==> src/rtl/cpu_seq_pkg.sv <==
// rtl/cpu_seq_pkg.sv - shared command, state and ALU opcode definitions for the CPU bus sequencer
package cpu_seq_pkg;

   typedef enum logic [1:0] {
      CMD_WRITE   = 2'd0,
      CMD_READ    = 2'd1,
      CMD_ALU     = 2'd2,
      CMD_ALU_REG = 2'd3
   } cmd_type_e;

   typedef enum logic [2:0] {
      S_IDLE    = 3'd0,
      S_WR_STB  = 3'd1,
      S_WR_HOLD = 3'd2,
      S_RD_STB  = 3'd3,
      S_RD_CAP  = 3'd4,
      S_ALU_SET = 3'd5,
      S_ALU_CAP = 3'd6,
      S_RSP     = 3'd7
   } seq_state_e;

   // Opcode encoding understood by the datapath ALU
   localparam logic [3:0] ALU_ADD    = 4'h0;
   localparam logic [3:0] ALU_SUB    = 4'h1;
   localparam logic [3:0] ALU_AND    = 4'h2;
   localparam logic [3:0] ALU_OR     = 4'h3;
   localparam logic [3:0] ALU_XOR    = 4'h4;
   localparam logic [3:0] ALU_PASS_A = 4'h5;

endpackage

==> src/rtl/cpu_strobe_dec.sv <==
// rtl/cpu_strobe_dec.sv - register index plus enable to active-low one-hot strobe vector
module cpu_strobe_dec
   import cpu_seq_pkg::*;
#(
   parameter int NUM_REGS = 2,
   parameter int REG_W    = 1
) (
   input  logic [REG_W-1:0]    idx,
   input  logic                en,
   output logic [NUM_REGS-1:0] strobe_n
);

   always_comb begin
      strobe_n = '1;
      for (int i = 0; i < NUM_REGS; i++) begin
         if (en && (32'(idx) == i)) begin
            strobe_n[i] = 1'b0;
         end
      end
   end

endmodule

==> src/rtl/cpu_bus_sequencer.sv <==
// rtl/cpu_bus_sequencer.sv - sequences register writes/reads and ALU operations onto the CPU databus
module cpu_bus_sequencer
   import cpu_seq_pkg::*;
#(
   parameter  int DATA_W   = 8,
   parameter  int NUM_REGS = 2,
   parameter  int OPC_W    = 4,
   localparam int REG_W    = (NUM_REGS > 1) ? $clog2(NUM_REGS) : 1
) (
   input  logic                i_pld_clk,
   input  logic                i_pld_rst,
   input  logic                i_cmd_valid,
   output logic                o_cmd_ready,
   input  logic [1:0]          i_cmd_type,
   input  logic [REG_W-1:0]    i_cmd_reg_a,
   input  logic [REG_W-1:0]    i_cmd_reg_b,
   input  logic [DATA_W-1:0]   i_cmd_data_a,
   input  logic [DATA_W-1:0]   i_cmd_data_b,
   input  logic [OPC_W-1:0]    i_cmd_opcode,
   input  logic                i_cmd_cin,
   input  logic                i_cmd_flag_en,
   output logic                o_rsp_valid,
   input  logic                i_rsp_ready,
   output logic [DATA_W-1:0]   o_rsp_data,
   output logic                o_rsp_err,
   output logic [NUM_REGS-1:0] o_reg_wrtn,
   output logic [NUM_REGS-1:0] o_reg_rdn,
   output logic [DATA_W-1:0]   o_bus_data,
   output logic                o_bus_oe,
   input  logic [DATA_W-1:0]   i_bus_data,
   output logic [OPC_W-1:0]    o_alu_opcode,
   output logic                o_alu_cin,
   output logic                o_alu_sel,
   output logic                o_alu_flag_sel
);

   seq_state_e          state, nxt_state;
   cmd_type_e           cmd_type, nxt_type, in_type;
   logic [REG_W-1:0]    reg_a, reg_b, nxt_reg_a, nxt_reg_b;
   logic [DATA_W-1:0]   data_a, data_b, nxt_data_a, nxt_data_b;
   logic [OPC_W-1:0]    opcode, nxt_opcode;
   logic                cin, nxt_cin, flag_en, nxt_flag_en;
   logic                phase_b, nxt_phase_b;
   logic                accept, cmd_bad;
   logic                wr_en, rd_en, nxt_oe, nxt_alu_sel;
   logic [REG_W-1:0]    wr_idx;
   logic [NUM_REGS-1:0] nxt_wrtn, nxt_rdn;

   function automatic logic idx_bad(input logic [REG_W-1:0] idx);
      return 32'(idx) >= $unsigned(NUM_REGS);
   endfunction

   assign o_cmd_ready = (state == S_IDLE);
   assign accept      = i_cmd_valid && o_cmd_ready;
   assign in_type     = cmd_type_e'(i_cmd_type);
   assign cmd_bad     = idx_bad(i_cmd_reg_a) || ((in_type == CMD_ALU) && idx_bad(i_cmd_reg_b));

   // Fields seen by the output decode: fresh command on the accept edge, latched copy otherwise
   always_comb begin
      nxt_type    = accept ? in_type       : cmd_type;
      nxt_reg_a   = accept ? i_cmd_reg_a   : reg_a;
      nxt_reg_b   = accept ? i_cmd_reg_b   : reg_b;
      nxt_data_a  = accept ? i_cmd_data_a  : data_a;
      nxt_data_b  = accept ? i_cmd_data_b  : data_b;
      nxt_opcode  = accept ? i_cmd_opcode  : opcode;
      nxt_cin     = accept ? i_cmd_cin     : cin;
      nxt_flag_en = accept ? i_cmd_flag_en : flag_en;
   end

   always_comb begin
      nxt_state   = state;
      nxt_phase_b = phase_b;
      case (state)
         S_IDLE: begin
            if (accept) begin
               nxt_phase_b = 1'b0;
               if (cmd_bad) begin
                  nxt_state = S_RSP;
               end else begin
                  case (in_type)
                     CMD_WRITE:   nxt_state = S_WR_STB;
                     CMD_READ:    nxt_state = S_RD_STB;
                     CMD_ALU:     nxt_state = S_WR_STB;
                     CMD_ALU_REG: nxt_state = S_ALU_SET;
                     default:     nxt_state = S_RSP;
                  endcase
               end
            end
         end
         S_WR_STB:  nxt_state = S_WR_HOLD;
         S_WR_HOLD: begin
            // ALU commands loop back once to load the B operand register
            if (cmd_type == CMD_ALU && !phase_b) begin
               nxt_state   = S_WR_STB;
               nxt_phase_b = 1'b1;
            end else if (cmd_type == CMD_ALU) begin
               nxt_state = S_ALU_SET;
            end else begin
               nxt_state = S_RSP;
            end
         end
         S_RD_STB:  nxt_state = S_RD_CAP;
         S_RD_CAP:  nxt_state = S_RSP;
         S_ALU_SET: nxt_state = S_ALU_CAP;
         S_ALU_CAP: nxt_state = S_RSP;
         S_RSP: begin
            if (i_rsp_ready) begin
               nxt_state = S_IDLE;
            end
         end
         default:   nxt_state = S_IDLE;
      endcase
   end

   assign wr_en       = (nxt_state == S_WR_STB);
   assign wr_idx      = nxt_phase_b ? nxt_reg_b : nxt_reg_a;
   assign rd_en       = (nxt_state == S_RD_STB) || (nxt_state == S_RD_CAP);
   assign nxt_oe      = (nxt_state == S_WR_STB) || (nxt_state == S_WR_HOLD);
   assign nxt_alu_sel = (nxt_state == S_ALU_SET) || (nxt_state == S_ALU_CAP);

   cpu_strobe_dec #(.NUM_REGS(NUM_REGS), .REG_W(REG_W)) u_wr_dec (
      .idx      (wr_idx),
      .en       (wr_en),
      .strobe_n (nxt_wrtn)
   );

   cpu_strobe_dec #(.NUM_REGS(NUM_REGS), .REG_W(REG_W)) u_rd_dec (
      .idx      (nxt_reg_a),
      .en       (rd_en),
      .strobe_n (nxt_rdn)
   );

   always_ff @(posedge i_pld_clk) begin
      if (i_pld_rst) begin
         state          <= S_IDLE;
         cmd_type       <= CMD_WRITE;
         reg_a          <= '0;
         reg_b          <= '0;
         data_a         <= '0;
         data_b         <= '0;
         opcode         <= '0;
         cin            <= 1'b0;
         flag_en        <= 1'b0;
         phase_b        <= 1'b0;
         o_reg_wrtn     <= '1;
         o_reg_rdn      <= '1;
         o_bus_oe       <= 1'b0;
         o_bus_data     <= '0;
         o_alu_sel      <= 1'b0;
         o_alu_flag_sel <= 1'b0;
         o_alu_opcode   <= '0;
         o_alu_cin      <= 1'b0;
         o_rsp_valid    <= 1'b0;
         o_rsp_data     <= '0;
         o_rsp_err      <= 1'b0;
      end else begin
         state          <= nxt_state;
         cmd_type       <= nxt_type;
         reg_a          <= nxt_reg_a;
         reg_b          <= nxt_reg_b;
         data_a         <= nxt_data_a;
         data_b         <= nxt_data_b;
         opcode         <= nxt_opcode;
         cin            <= nxt_cin;
         flag_en        <= nxt_flag_en;
         phase_b        <= nxt_phase_b;
         o_reg_wrtn     <= nxt_wrtn;
         o_reg_rdn      <= nxt_rdn;
         o_bus_oe       <= nxt_oe;
         o_bus_data     <= nxt_oe ? (nxt_phase_b ? nxt_data_b : nxt_data_a) : '0;
         o_alu_sel      <= nxt_alu_sel;
         o_alu_flag_sel <= nxt_alu_sel && nxt_flag_en;
         o_alu_opcode   <= nxt_alu_sel ? nxt_opcode : '0;
         o_alu_cin      <= nxt_alu_sel && nxt_cin;
         o_rsp_valid    <= (nxt_state == S_RSP);
         if (accept) begin
            o_rsp_err  <= cmd_bad;
            o_rsp_data <= '0;
         end else begin
            case (state)
               S_WR_HOLD: o_rsp_data <= phase_b ? data_b : data_a;
               S_RD_CAP:  o_rsp_data <= i_bus_data;
               S_ALU_CAP: o_rsp_data <= i_bus_data;
               default:   o_rsp_data <= o_rsp_data;
            endcase
         end
      end
   end

endmodule

==> config.mk <==
export PLATFORM = sky130hd
export DESIGN_NAME = cpu_bus_sequencer
export DESIGN_NICKNAME = d
export VERILOG_FILES = /design/src/rtl/cpu_seq_pkg.sv /design/src/rtl/cpu_strobe_dec.sv /design/src/rtl/cpu_bus_sequencer.sv
export SDC_FILE = /design/constraint.sdc
export NUM_CORES = 1
export LEC_CHECK = 0
export ABC_AREA = 1
export CAP_MARGIN = 10
export CORE_AREA = 3 3 84 78
export CTS_CLUSTER_SIZE = 20
export DETAILED_ROUTE_END_ITERATION = 7
export DIE_AREA = 0 0 87 81
export HOLD_SLACK_MARGIN = 0.02
export PLACE_DENSITY = 0.8
export SLEW_MARGIN = 20
export SYNTH_ARGS = -nofsm -noshare
export SYNTH_HDL_FRONTEND = slang
export SYNTH_SLANG_ARGS = --single-unit
==> constraint.sdc <==
create_clock -name i_pld_clk -period 1.5 [get_ports i_pld_clk]
set_input_delay 0.45 -clock i_pld_clk [delete_from_list [all_inputs] [get_ports i_pld_clk]]
set_output_delay 0.45 -clock i_pld_clk [all_outputs]
set_load 0.03 [all_outputs]
== Yosys cells after proc, flatten, opt, wreduce, memory -nomap -nowiden ==
Cells that the tools add are included.

* Register bits after elaboration: 59
* Output and inout bits: 31
* Word-level logic and storage cells: 86

* Equality and inequality tests: 18
* Muxes and demuxes: 24
* Bitwise operators: 4
* Reductions and logical operators: 20

{| class="wikitable"
|+ Operator list
! kind !! number
|-
| 8-bit 2-to-1 mux || 4
|-
| 3-bit equality test, second input constant || 8
|-
| 3-bit case mux with 7 select lines || 1
|-
| 8-bit case mux with 2 select lines || 1
|-
| 3-bit by 2-bit equality test with 1-bit output, second input constant || 4
|-
| 1-bit 2-to-1 mux || 11
|-
| 2-bit OR reduction || 5
|-
| 3-bit 2-to-1 mux || 3
|-
| 3-bit case mux with 3 select lines || 1
|-
| 1-bit logical AND || 8
|-
| 2-bit equality test, second input constant || 3
|-
| 3-bit by 1-bit equality test with 1-bit output, second input constant || 2
|-
| 4-bit 2-to-1 mux || 1
|-
| 1-bit NOT || 4
|-
| 3-bit zero test || 1
|-
| 1-bit logical OR || 3
|-
| 2-bit by 1-bit equality test with 1-bit output, second input constant || 1
|-
| 2-bit zero test || 1
|-
| 2-bit 2-to-1 mux || 1
|-
| 1-bit case mux with 2 select lines || 1
|-
| 2-bit nonzero test || 1
|-
| 1-bit zero test || 1
|}

== Depth between registers and ports, before layout ==
Gate-level depths: netlist of run 1.

* Depth after elaboration: 9
* Gate-level depth with buffers: 10
* Depth with buffers taken out: 10

== Hierarchy ==
Synthesis of run 1 repeated with hierarchy kept, for this count alone.

* Cell total of the unflattened synthesis: 339
* Area, all modules: 2483.6 sq um

{| class="wikitable"
|+ By module, submodules not included
! module !! times used !! cells an instance !! area each (sq um) !! seq. area each (sq um)
|-
| cpu_bus_sequencer || 1 || 333 || 2461.1 || 1181.1
|-
| cpu_strobe_dec || 2 || 3 || 11.3 || 0.0
|}

== Worst setup path before layout of run 1 ==
Ideal clock, no wire load.

* Kind: input port to flip-flop
* Start point: input port i_pld_rst
* End point: register o_alu_opcode[0]
* Library setup time: 121 ps
* Arrival time: 1332 ps
* Setup slack: 47 ps
* Stages on the path: 6
* Path through: buf_2 -> clkinv_1 -> nand2_1 -> inv_1 -> a22oi_1 -> nor2_1

* Cells in the longest elaborated chain, start to end: 1

{| class="wikitable"
|+ Ends and longest elaborated chain
! element !! line !! text
|-
| from (decl) || cpu_bus_sequencer.sv:11 || <nowiki>input logic i_pld_rst,</nowiki>
|-
| 2-bit OR reduction (no line) || n/a ||
|-
| to (signal assigned) || cpu_bus_sequencer.sv:173 || <nowiki>o_alu_opcode <= nxt_alu_sel ? nxt_opcode : '0;</nowiki>
|-
| to (decl) || cpu_bus_sequencer.sv:31 || <nowiki>output logic [OPC_W-1:0] o_alu_opcode,</nowiki>
|}

No other way between the ends.
A chain may end at the register's enable or synchronous reset.

== Worst setup path in the final report of run 1 ==
* Start point: register state[2]
* End point: output port o_cmd_ready

* Cells in the longest elaborated chain, start to end: 1

{| class="wikitable"
|+ Ends and longest elaborated chain
! element !! line !! text
|-
| from (decl) || cpu_bus_sequencer.sv:37 || <nowiki>seq_state_e state, nxt_state;</nowiki>
|-
| from (signal assigned) || cpu_bus_sequencer.sv:157 || <nowiki>state <= nxt_state;</nowiki>
|-
| 3-bit zero test || cpu_bus_sequencer.sv:53 || <nowiki>assign o_cmd_ready = (state == S_IDLE);</nowiki>
|-
| to (decl) || cpu_bus_sequencer.sv:13 || <nowiki>output logic o_cmd_ready,</nowiki>
|}

No other way between the ends.

==> out/results.txt, run 1 <==
nets = 466
Placer Congestion = 0.7869
area of the multi-input gates = 1121 um^2
Worst Setup Path Type = reg -> out
total power draw = 7.890 mW
Register Area = 1192 um^2
hold-critical path depth = 2
Hold Crit Class = reg -> reg
All-Layer GR Usage = 20.29%
Mapped Area = 2409 um^2
Post-route DRC = 0
core box area = 5693 um^2
final setup fails = 12
Site Rows = 26
commonest non-fill, non-tap cell in the layout = nand2_1
Critical Path End Type = primary output
status = finished, violations left
WL/cell = 14.19 um
non-filler cells, final = 503
crit path buf inv count = 2
Routed WL = 7136 um
DRT iter0 DRCs = 110
pin count of the biggest net entering global routing = 25
Mapped Avg Cell Area = 7.574 um^2
share of layout cells above drive strength 1 = 29.10%
worst slack, placed = -0.4492 ns
Clk Latency, worst-skew pair = 0.34 ns
vias in the first global route = 2375
Initial Utilization = 42.31%
synth warn = 0
commonest cells after routing, fill and taps aside = nand2_1, dfxtp_1, buf_4, o21ai_0, inv_1
Vias = 2453
Arr. time, crit path = 1.14 ns
Setup WS post-layout = -0.09407 ns
htree depth = 3
initial antenna violation count = 0
setup TNS = -0.3303 ns
Clock Path Buffers = 2
pwr/cell area = 2098 nW/um^2
post-DP HPWL = 4474 um
Die Wd = 87 um
I/O pin total = 69
post-route design area = 3760 um^2
Cell Area, Placed = 3321 um^2
CP top delay family = flip-flops
Slew Viols, Final = 0
#FFs+latches synth = 59
Worst Skew = 0.006710 ns
drt via density = 4.877
Die H = 81 um
Critical-path top delay cell = dfxtp_4
Crit path largest cell delay = 0.36 ns
Levels on crit path = 4
number of antenna-violating nets in the routed design = 0
final core utilization = 66.04%
Final Critical Period = 1.594 ns
r2r worst-path depth = 11
Num CTS Buffers = 9
max cap viols = 0
worst hold margin = 0.4625 ns
hold-fix buffers at CTS = 0
final-report hold violation count = 0
synth unique cells = 28
Post-Syn Nets = 356
unrepaired setup endpoints after global routing = true
CTS tree = yes
Placed Cells = 472
Worst Setup Start Kind = register
first-pass GRT wire length = 10940 um
worst vdd rail ir drop = 1.119 mV
fin crit share = 106.3%
GR Overflow Total = 0
CP Data Required Time = 1.05 ns
Layout area overhead = 56.10%
Synth Instances = 318
Buffers on Ports = 67
fmax = 627.3 MHz
filler instances = 453
Worst-path clk slew = 0.07 ns
Seq/Total Area, Yosys = 49.04%
failing checks = negative setup slack
drt pass-1 iters = 5
Critical Path, Cell by Cell = nor2_4 > nand2_1 > inv_1 > buf_6
die area = 7047 um^2
LEAKAGE = 1.660 nW
critical-path maximum fanout = 3
Sink Count = 59
clock root buffer = clkbuf_8
diode count = 0
==> worst min-delay path: cells and delay by family (launching register included) <==
family          cells  cell delay (ns)
flops               1             0.32
compound gates      1             0.06
buf+inv             1             0.05
==> synthesized netlist by cell type (all sizes together) <==
library cell / instances / area [um^2]
a21oi: 18 / 101.4
a22oi: 3 / 22.52
buf: 10 / 67.56
clkbuf: 3 / 11.26
clkinv: 1 / 3.750
conb: 1 / 3.750
dfxtp: 59 / 1181
inv: 39 / 146.4
nand2: 84 / 322.8
nand3: 12 / 82.58
nand3b: 1 / 7.510
nor2: 30 / 147.6
nor3: 1 / 5.000
o211ai: 3 / 22.52
o21a: 1 / 7.510
o21ai: 49 / 256.5
or2: 3 / 18.77
==> path summary, 6_finish.rpt <==
kind                   from             to  slack [ns]
setup / recovery   state[2]    o_cmd_ready       -0.09
hold / removal    opcode[0]      opcode[0]        0.46
setup reg to reg   state[0]  o_bus_data[0]       -0.04
hold reg to reg   opcode[0]      opcode[0]        0.46
==> flip-flops by register name, indices dropped and copies added, names as in the netlist <==
signal / flops
cin: 1
cmd_type: 2
data_a: 8
data_b: 8
flag_en: 1
o_alu_cin: 1
o_alu_flag_sel: 1
o_alu_opcode: 4
o_alu_sel: 1
o_bus_data: 8
o_bus_oe: 1
o_reg_rdn: 2
o_reg_wrtn: 2
o_rsp_data: 8
o_rsp_valid: 1
opcode: 4
phase_b: 1
reg_a: 1
reg_b: 1
state: 3
==> final cells by class <==
type                       count  share of cell area [%]
clock inverter                 4                   1.265
tap                           70                   2.329
timing repair buffer         111                   26.36
multi-input combinational    207                   29.82
inverter                      40                   4.126
clock buffer                  12                   4.393
sequential                    59                   31.71
==> cell families after synthesis <==
group | synth area share (%)
other cells | 0.1557
flops | 49.04
simple gates | 24.26
compound gates | 17.04
buf+inv | 9.506
==> power breakdown <==
part / leakage (nW) / internal [mW] / switching, mW
clock network: 0.108 / 0.897 / 0.637
logic: 1.07 / 1.69 / 2.51
registers: 0.483 / 1.98 / 0.188
==> routing by layer <==
layer,wire (um),track usage (%),vias up
met4,169,8.567,0
li1,-,-,1233
met1,2889,23.51,1122
met5,0,0,-
met3,473,5.578,16
met2,3604,35.13,82
==> repair_timing <==
item                                    in CTS  in global routing
cloned                                       1                  0
pin swaps                                    9                  8
resized for setup                           64                 42
endpoints found under the setup margin      47                 51
buffers inserted                             5                  9
No activity file was read; power rests on OpenSTA's default activity.
==> run 2, diff against run 1 <==
--- a/config.mk
+++ b/config.mk
@@ -12,7 +12,7 @@
 export DETAILED_ROUTE_END_ITERATION = 7
 export DIE_AREA = 0 0 87 81
 export HOLD_SLACK_MARGIN = 0.02
-export PLACE_DENSITY = 0.8
+export PLACE_DENSITY = 0.78
 export SLEW_MARGIN = 20
 export SYNTH_ARGS = -nofsm -noshare
 export SYNTH_HDL_FRONTEND = slang
==> run 2 against run 1 <==
  * The flow still finishes with violations (negative setup slack)
  * Wire length decreased by 6.0%
  * Non-clock buffer count decreased by 11
  * First-iteration DRC count increased by 7.3%
  * Design area decreased by 1.6%
  * Sequential share of layout area increased by 0.56 points
  * Critical path depth unchanged
==> out/results.txt, run 2 (same netlist as run 1, synthesis figures left out) <==
switching power total = 3.219 mW (-3.4%)
Placer Congestion = 0.8032 (+2.1%)
failing checks = negative setup slack
commonest cells after routing, fill and taps aside = nand2_1, dfxtp_1, o21ai_0, clkdlybuf4s50_1, buf_4
Pint = 4.458 mW (-2.2%)
post-DP HPWL = 4492 um (+0.40%)
drt via density = 4.799 (-1.6%)
Hold Crit Class = reg -> reg
Reg power frac = 28.2% (+0.8 points)
GR Overflow Total = 0 (unchanged)
worst hold margin = 0.4557 ns (-0.006869 ns)
Setup WS post-layout = -0.03471 ns (+0.05936 ns)
Register Area = 1194 um^2 (+0.10%)
pwr/cell area = 2076 nW/um^2 (-1.1%)
Worst Setup Start Kind = register
clock root buffer = clkbuf_8
fmax = 651.6 MHz (+3.9%)
combinational power share = 51.9% (-1.2 points)
CP Data Required Time = 1.05 ns (about the same)
setup TNS = -0.03471 ns (+0.2956 ns)
drt pass-1 iters = 4 (-1)
core box area = 5693 um^2 (unchanged)
hold-fix buffers at CTS = 0 (unchanged)
CTS tree = yes
diode count = 0 (unchanged)
unrepaired setup endpoints after global routing = true
Critical Path End Type = primary output
final-report hold violation count = 0 (unchanged)
Buffers on Ports = 67 (unchanged)
number of antenna-violating nets in the routed design = 0 (unchanged)
Post-route DRC = 0 (unchanged)
share of layout cells above drive strength 1 = 28.67% (-0.43 points)
Clock Path Buffers = 2 (unchanged)
Site Rows = 26 (unchanged)
initial antenna violation count = 0 (unchanged)
Die Wd = 87 um (unchanged)
I/O pin total = 69 (unchanged)
Cell Area, Placed = 3306 um^2 (-0.45%)
All-Layer GR Usage = 19.64% (-0.65 points)
worst slack, placed = -0.4475 ns (+0.001781 ns)
Die H = 81 um (unchanged)
Slew Viols, Final = 0 (unchanged)
Worst Skew = 0.009002 ns (+0.002292 ns)
Worst Setup Path Type = reg -> out
DRT iter0 DRCs = 118 (+7.3%)
Routed WL = 6709 um (-6.0%)
Initial Utilization = 42.31% (unchanged)
Arr. time, crit path = 1.08 ns (-0.06 ns)
Vias = 2361 (-3.8%)
first-pass GRT wire length = 10580 um (-3.2%)
fin crit share = 102.3% (-4.0 points)
vias in the first global route = 2312 (-2.7%)
Clk Latency, worst-skew pair = 0.34 ns (about the same)
Num CTS Buffers = 9 (unchanged)
area of the multi-input gates = 1154 um^2 (+2.9%)
LEAKAGE = 1.591 nW (-4.2%)
final setup fails = 1 (-11)
filler instances = 460 (+1.5%)
critical-path maximum fanout = 3 (unchanged)
die area = 7047 um^2 (unchanged)
Sink Count = 59 (unchanged)
htree depth = 3 (unchanged)
Worst-path clk slew = 0.06 ns (about the same)
sw frac = 41.93% (-0.30 points)
post-route design area = 3699 um^2 (-1.6%)
Layout area overhead = 53.56%
WL/cell = 13.64 um (-3.9%)
Final Critical Period = 1.535 ns (-0.05936 ns)
nets = 456 (-2.1%)
status = finished, violations left
pin count of the biggest net entering global routing = 22 (-12%)
worst vdd rail ir drop = 0.9190 mV (-18%)
Clock power frac = 20.0% (+0.6 points)
max cap viols = 0 (unchanged)
commonest non-fill, non-tap cell in the layout = nand2_1
-- run 2: cell count changes in the layout (fill, tap and decap cells not counted), moves of 2 or more --
cell	delta
buf_12	-3
inv_1	-4
nand2_1	-4
nand2_2	+5
clkdlybuf4s15_1	+5
inv_2	+4
buf_6	+2
clkinv_2	-2
buf_4	-13
-- run 2: layout make-up --
class	count	share of cell area, %
multi-input cells	208	31.19
inverters	40	4.195
clock buffers	14	4.939
clock inverters	1	0.8119
flip-flops and latches	59	32.27
well taps	70	2.368
repair buffers	100	24.22
-- run 2: worst paths after layout --
check	start	end	slack, ns	depth (start not counted)
setup reg to reg	state[2]	o_bus_data[0]	0.03	9
hold / removal	opcode[0]	opcode[0]	0.46	2
setup / recovery	state[0]	o_cmd_ready	-0.03	4
hold reg to reg	opcode[0]	opcode[0]	0.46	2
-- run 2: what timing repair did --
action | 4_1_cts | 5_1_grt
setup buffers | 3 | 1
gates resized for setup | 73 | 51
setup endpoints to repair | 45 | 41
pin swaps | 8 | 9
gates cloned | 1 | 1
-- run 2: per-layer routing --
layer	part of all wire [%]	routed length (um)	up-vias	track usage, %
li1	-	-	1211	-
met1	43	2911	1066	23.80
met2	49	3262	76	33.23
met3	6.7	447	8	3.955
met4	1.3	87	0	9.502
met5	0	0	-	0
-- run 2: per-stage QoR --
step / std cells / utilization (%) / power (mW)
6_report: 492 / 64.97 / 7.677
3_3_place_gp: 471 / 58.07 / 5.396
5_1_grt: 492 / 64.97 / 8.195
2_1_floorplan: 318 / - / 4.256
4_1_cts: 490 / 63.67 / 7.323
3_5_place_dp: 471 / 58.07 / 5.477
-- run 2: worst max-delay path, cell delays in order, from the launching register on --
cell     delay (ns)
dfxtp_4        0.35
nor2_4         0.15
nand2_2        0.07
inv_2          0.05
buf_6          0.12
-- run 2: power by group through the flow --
| stage | combinational (mW) | clock (mW) | sequential, mW |
|---|---|---|---|
| 5_1_grt | 4.35 | 1.65 | 2.20 |
| 2_1_floorplan | 1.81 | 0 | 2.45 |
| 6_report | 3.98 | 1.53 | 2.16 |
| 4_1_cts | 3.62 | 1.56 | 2.14 |
| 3_3_place_gp | 3.24 | 0 | 2.15 |
| 3_5_place_dp | 3.32 | 0 | 2.16 |
==> run 3, diff against run 2 <==
--- a/config.mk
+++ b/config.mk
@@ -7,12 +7,12 @@
 export LEC_CHECK = 0
 export ABC_AREA = 1
 export CAP_MARGIN = 10
-export CORE_AREA = 3 3 84 78
+export CORE_AREA = 3 3 80 74
 export CTS_CLUSTER_SIZE = 20
 export DETAILED_ROUTE_END_ITERATION = 7
-export DIE_AREA = 0 0 87 81
+export DIE_AREA = 0 0 83 77
 export HOLD_SLACK_MARGIN = 0.02
-export PLACE_DENSITY = 0.78
+export PLACE_DENSITY = 0.82
 export SLEW_MARGIN = 20
 export SYNTH_ARGS = -nofsm -noshare
 export SYNTH_HDL_FRONTEND = slang
==> constraint.sdc (replaced) <==
create_clock -name i_pld_clk -period 1.6 [get_ports i_pld_clk]
set_input_delay 0.48 -clock i_pld_clk [delete_from_list [all_inputs] [get_ports i_pld_clk]]
set_output_delay 0.48 -clock i_pld_clk [all_outputs]
set_load 0.03 [all_outputs]
==> run 3 against run 2 <==
  * The flow now finishes without violations
  * Sequential share of layout area up 0.44 points
  * Power down 9.1%
  * Utilization up 5.2 points
  * First-iteration DRC count up 14%
  * Critical path depth down 3
  * Wire length down 3.3%
  * Clock power down 3%
  * Clock skew down 0.00091 ns
  * Final cell count down 1.6%
  * Critical endpoint is now o_reg_wrtn[0]
  * Largest cell class unchanged
  * Largest power group unchanged
==> out/results.txt, run 3 (same netlist as run 1, synthesis figures left out) <==
status = completed
fmax = 635.3 MHz
Placer Congestion = 0.8440 (+5.1%)
Slew Viols, Final = 0 (unchanged)
pin count of the biggest net entering global routing = 25 (+14%)
drt via density = 4.895 (+2.0%)
Worst Setup Start Kind = register
Buffers on Ports = 67 (unchanged)
nets = 451 (-1.1%)
CTS tree = yes
Site Rows = 25 (-3.8%)
Hold Crit Class = reg -> reg
All-Layer GR Usage = 20.39% (+0.74 points)
Critical Path End Type = primary output
commonest non-fill, non-tap cell in the layout = nand2_1
post-DP HPWL = 4357 um (-3.0%)
drt pass-1 iters = 4 (unchanged)
fin crit share = 98.38%
Critical Path, Cell by Cell = dlygate4sd2_1
number of antenna-violating nets in the routed design = 0 (unchanged)
first-pass GRT wire length = 10360 um (-2.1%)
unrepaired setup endpoints after global routing = true
final-report hold violation count = 0 (unchanged)
Vias = 2369 (+0.34%)
critical-path maximum fanout = 1 (-2)
LEAKAGE = 1.657 nW (+4.1%)
worst hold margin = 0.4516 ns (-0.004112 ns)
hold-fix buffers at CTS = 0 (unchanged)
Post-route DRC = 0 (unchanged)
Die Wd = 83 um (-4.6%)
I/O pin total = 69 (unchanged)
reg-to-reg slack, setup = 0.05 ns (+0.02 ns)
Hold EP = opcode[2]
r2r worst-path depth = 8 (-1)
Clk Latency, worst-skew pair = 0.34 ns (about the same)
final setup fails = 0 (-1)
reg2reg start = state[2]
DRT iter0 DRCs = 135 (+14%)
Worst-path clk slew = 0.07 ns (about the same)
htree depth = 3 (unchanged)
Routed WL = 6486 um (-3.3%)
clock root buffer = clkbuf_8
CP top delay family = buffers and inverters
Hold Path Origin = opcode[2]
Num CTS Buffers = 9 (unchanged)
Initial Utilization = 46.39% (+4.1 points)
max cap viols = 0 (unchanged)
crit path buf inv count = 1 (-1)
Worst Setup Path Type = reg -> out
setup TNS = 0 ns (+0.03471 ns)
die area = 6391 um^2 (-9.3%)
Layout area overhead = 51.17%
share of layout cells above drive strength 1 = 22.30% (-6.4 points)
capturing point of the worst reg2reg path = o_bus_data[4]
pwr/cell area = 1917 nW/um^2 (-7.6%)
initial antenna violation count = 0 (unchanged)
Sink Count = 59 (unchanged)
commonest cells after routing, fill and taps aside = nand2_1, dfxtp_1, o21ai_0, inv_1, clkdlybuf4s50_1
Critical-path top delay cell = dlygate4sd2_1
Clock Path Buffers = 2 (unchanged)
core box area = 5192 um^2 (-8.8%)
GR Overflow Total = 0 (unchanged)
Final Critical Period = 1.574 ns
Crit path largest cell delay = 0.41 ns (+0.06 ns)
CP Data Required Time = 1.12 ns (+0.07 ns)
Arr. time, crit path = 1.09 ns (about the same)
WL/cell = 13.40 um (-1.7%)
beginning of the critical path = o_reg_wrtn[0]
diode count = 0 (unchanged)
Die H = 77 um (-4.9%)
worst vdd rail ir drop = 1.101 mV (+20%)
filler instances = 431 (-6.3%)
hold-critical path depth = 2 (unchanged)
Worst Skew = 0.008093 ns (-0.0009092 ns)
vias in the first global route = 2279 (-1.4%)
## run 3: changes by cell type in the layout (fill, tap and decap cells not counted), moves of 3 or more
cell,delta
nor2_2,+7
nand3_1,+3
clkdlybuf4s15_2,-4
inv_1,+3
nor2_1,-7
clkbuf_2,-10
nand2_2,-5
buf_4,-8
clkbuf_8,-3
dlygate4sd2_1,+28
clkdlybuf4s15_1,-11
nand2_1,+6
## run 3: worst max path at each step
| stage | to | cells after the start |
|---|---|---|
| 3_5_place_dp | o_alu_opcode[1] | 7 |
| 2_1_floorplan | o_alu_opcode[0] | 6 |
| 3_3_place_gp | o_alu_opcode[3] | 7 |
| 6_report | o_reg_wrtn[0] | 1 |
| 5_1_grt | o_bus_data[7] | 11 |
| 4_1_cts | o_reg_wrtn[0] | 1 |
## run 3: power breakdown
group,internal [mW],switching [mW]
sequential,1.85,0.175
combinational,1.31,2.17
clock,0.904,0.578
total,4.06,2.92
## run 3: repair_timing
item | in CTS | in global routing
buffers inserted | 2 | 5
pin swaps | 6 | 13
setup endpoints to repair | 40 | 31
gates resized for setup | 39 | 37
cloned | 1 | 1
## run 3: layer usage
| metal | up-vias | GRT usage (%) | wire (um) |
|---|---|---|---|
| met4 | 0 | 11.44 | 116 |
| met5 | - | 0 | 0 |
| met2 | 77 | 33.33 | 3183 |
| li1 | 1198 | - | - |
| met3 | 12 | 6.767 | 437 |
| met1 | 1082 | 23.36 | 2748 |
## run 3: cell type report
| type | instances | area (um^2) | share of cell area, % |
|---|---|---|---|
| Inverter | 40 | 152.6 | 4.192 |
| Timing Repair Buffer | 96 | 889.6 | 24.43 |
| Clock buffer | 10 | 137.6 | 3.780 |
| Tap cell | 67 | 83.83 | 2.302 |
| Sequential cell | 59 | 1191 | 32.71 |
| Clock inverter | 5 | 77.57 | 2.131 |
| Multi-Input combinational cell | 207 | 1109 | 30.45 |
## run 3: metrics by stage
step | instance area [um^2] | instances | setup WS (ns) | util (%) | power [mW]
final | 3641 | 484 | 0.02585 | 70.12 | 6.980
after floorplan | 2409 | 318 | 0.1171 | - | 3.990
after CTS | 3491 | 479 | 0.01567 | 67.23 | 6.672
after global routing | 3641 | 484 | -0.04304 | 70.12 | 7.435
after detailed placement | 3259 | 461 | -0.3706 | 62.77 | 5.011
after global placement | 3259 | 461 | -0.3278 | 62.77 | 4.932
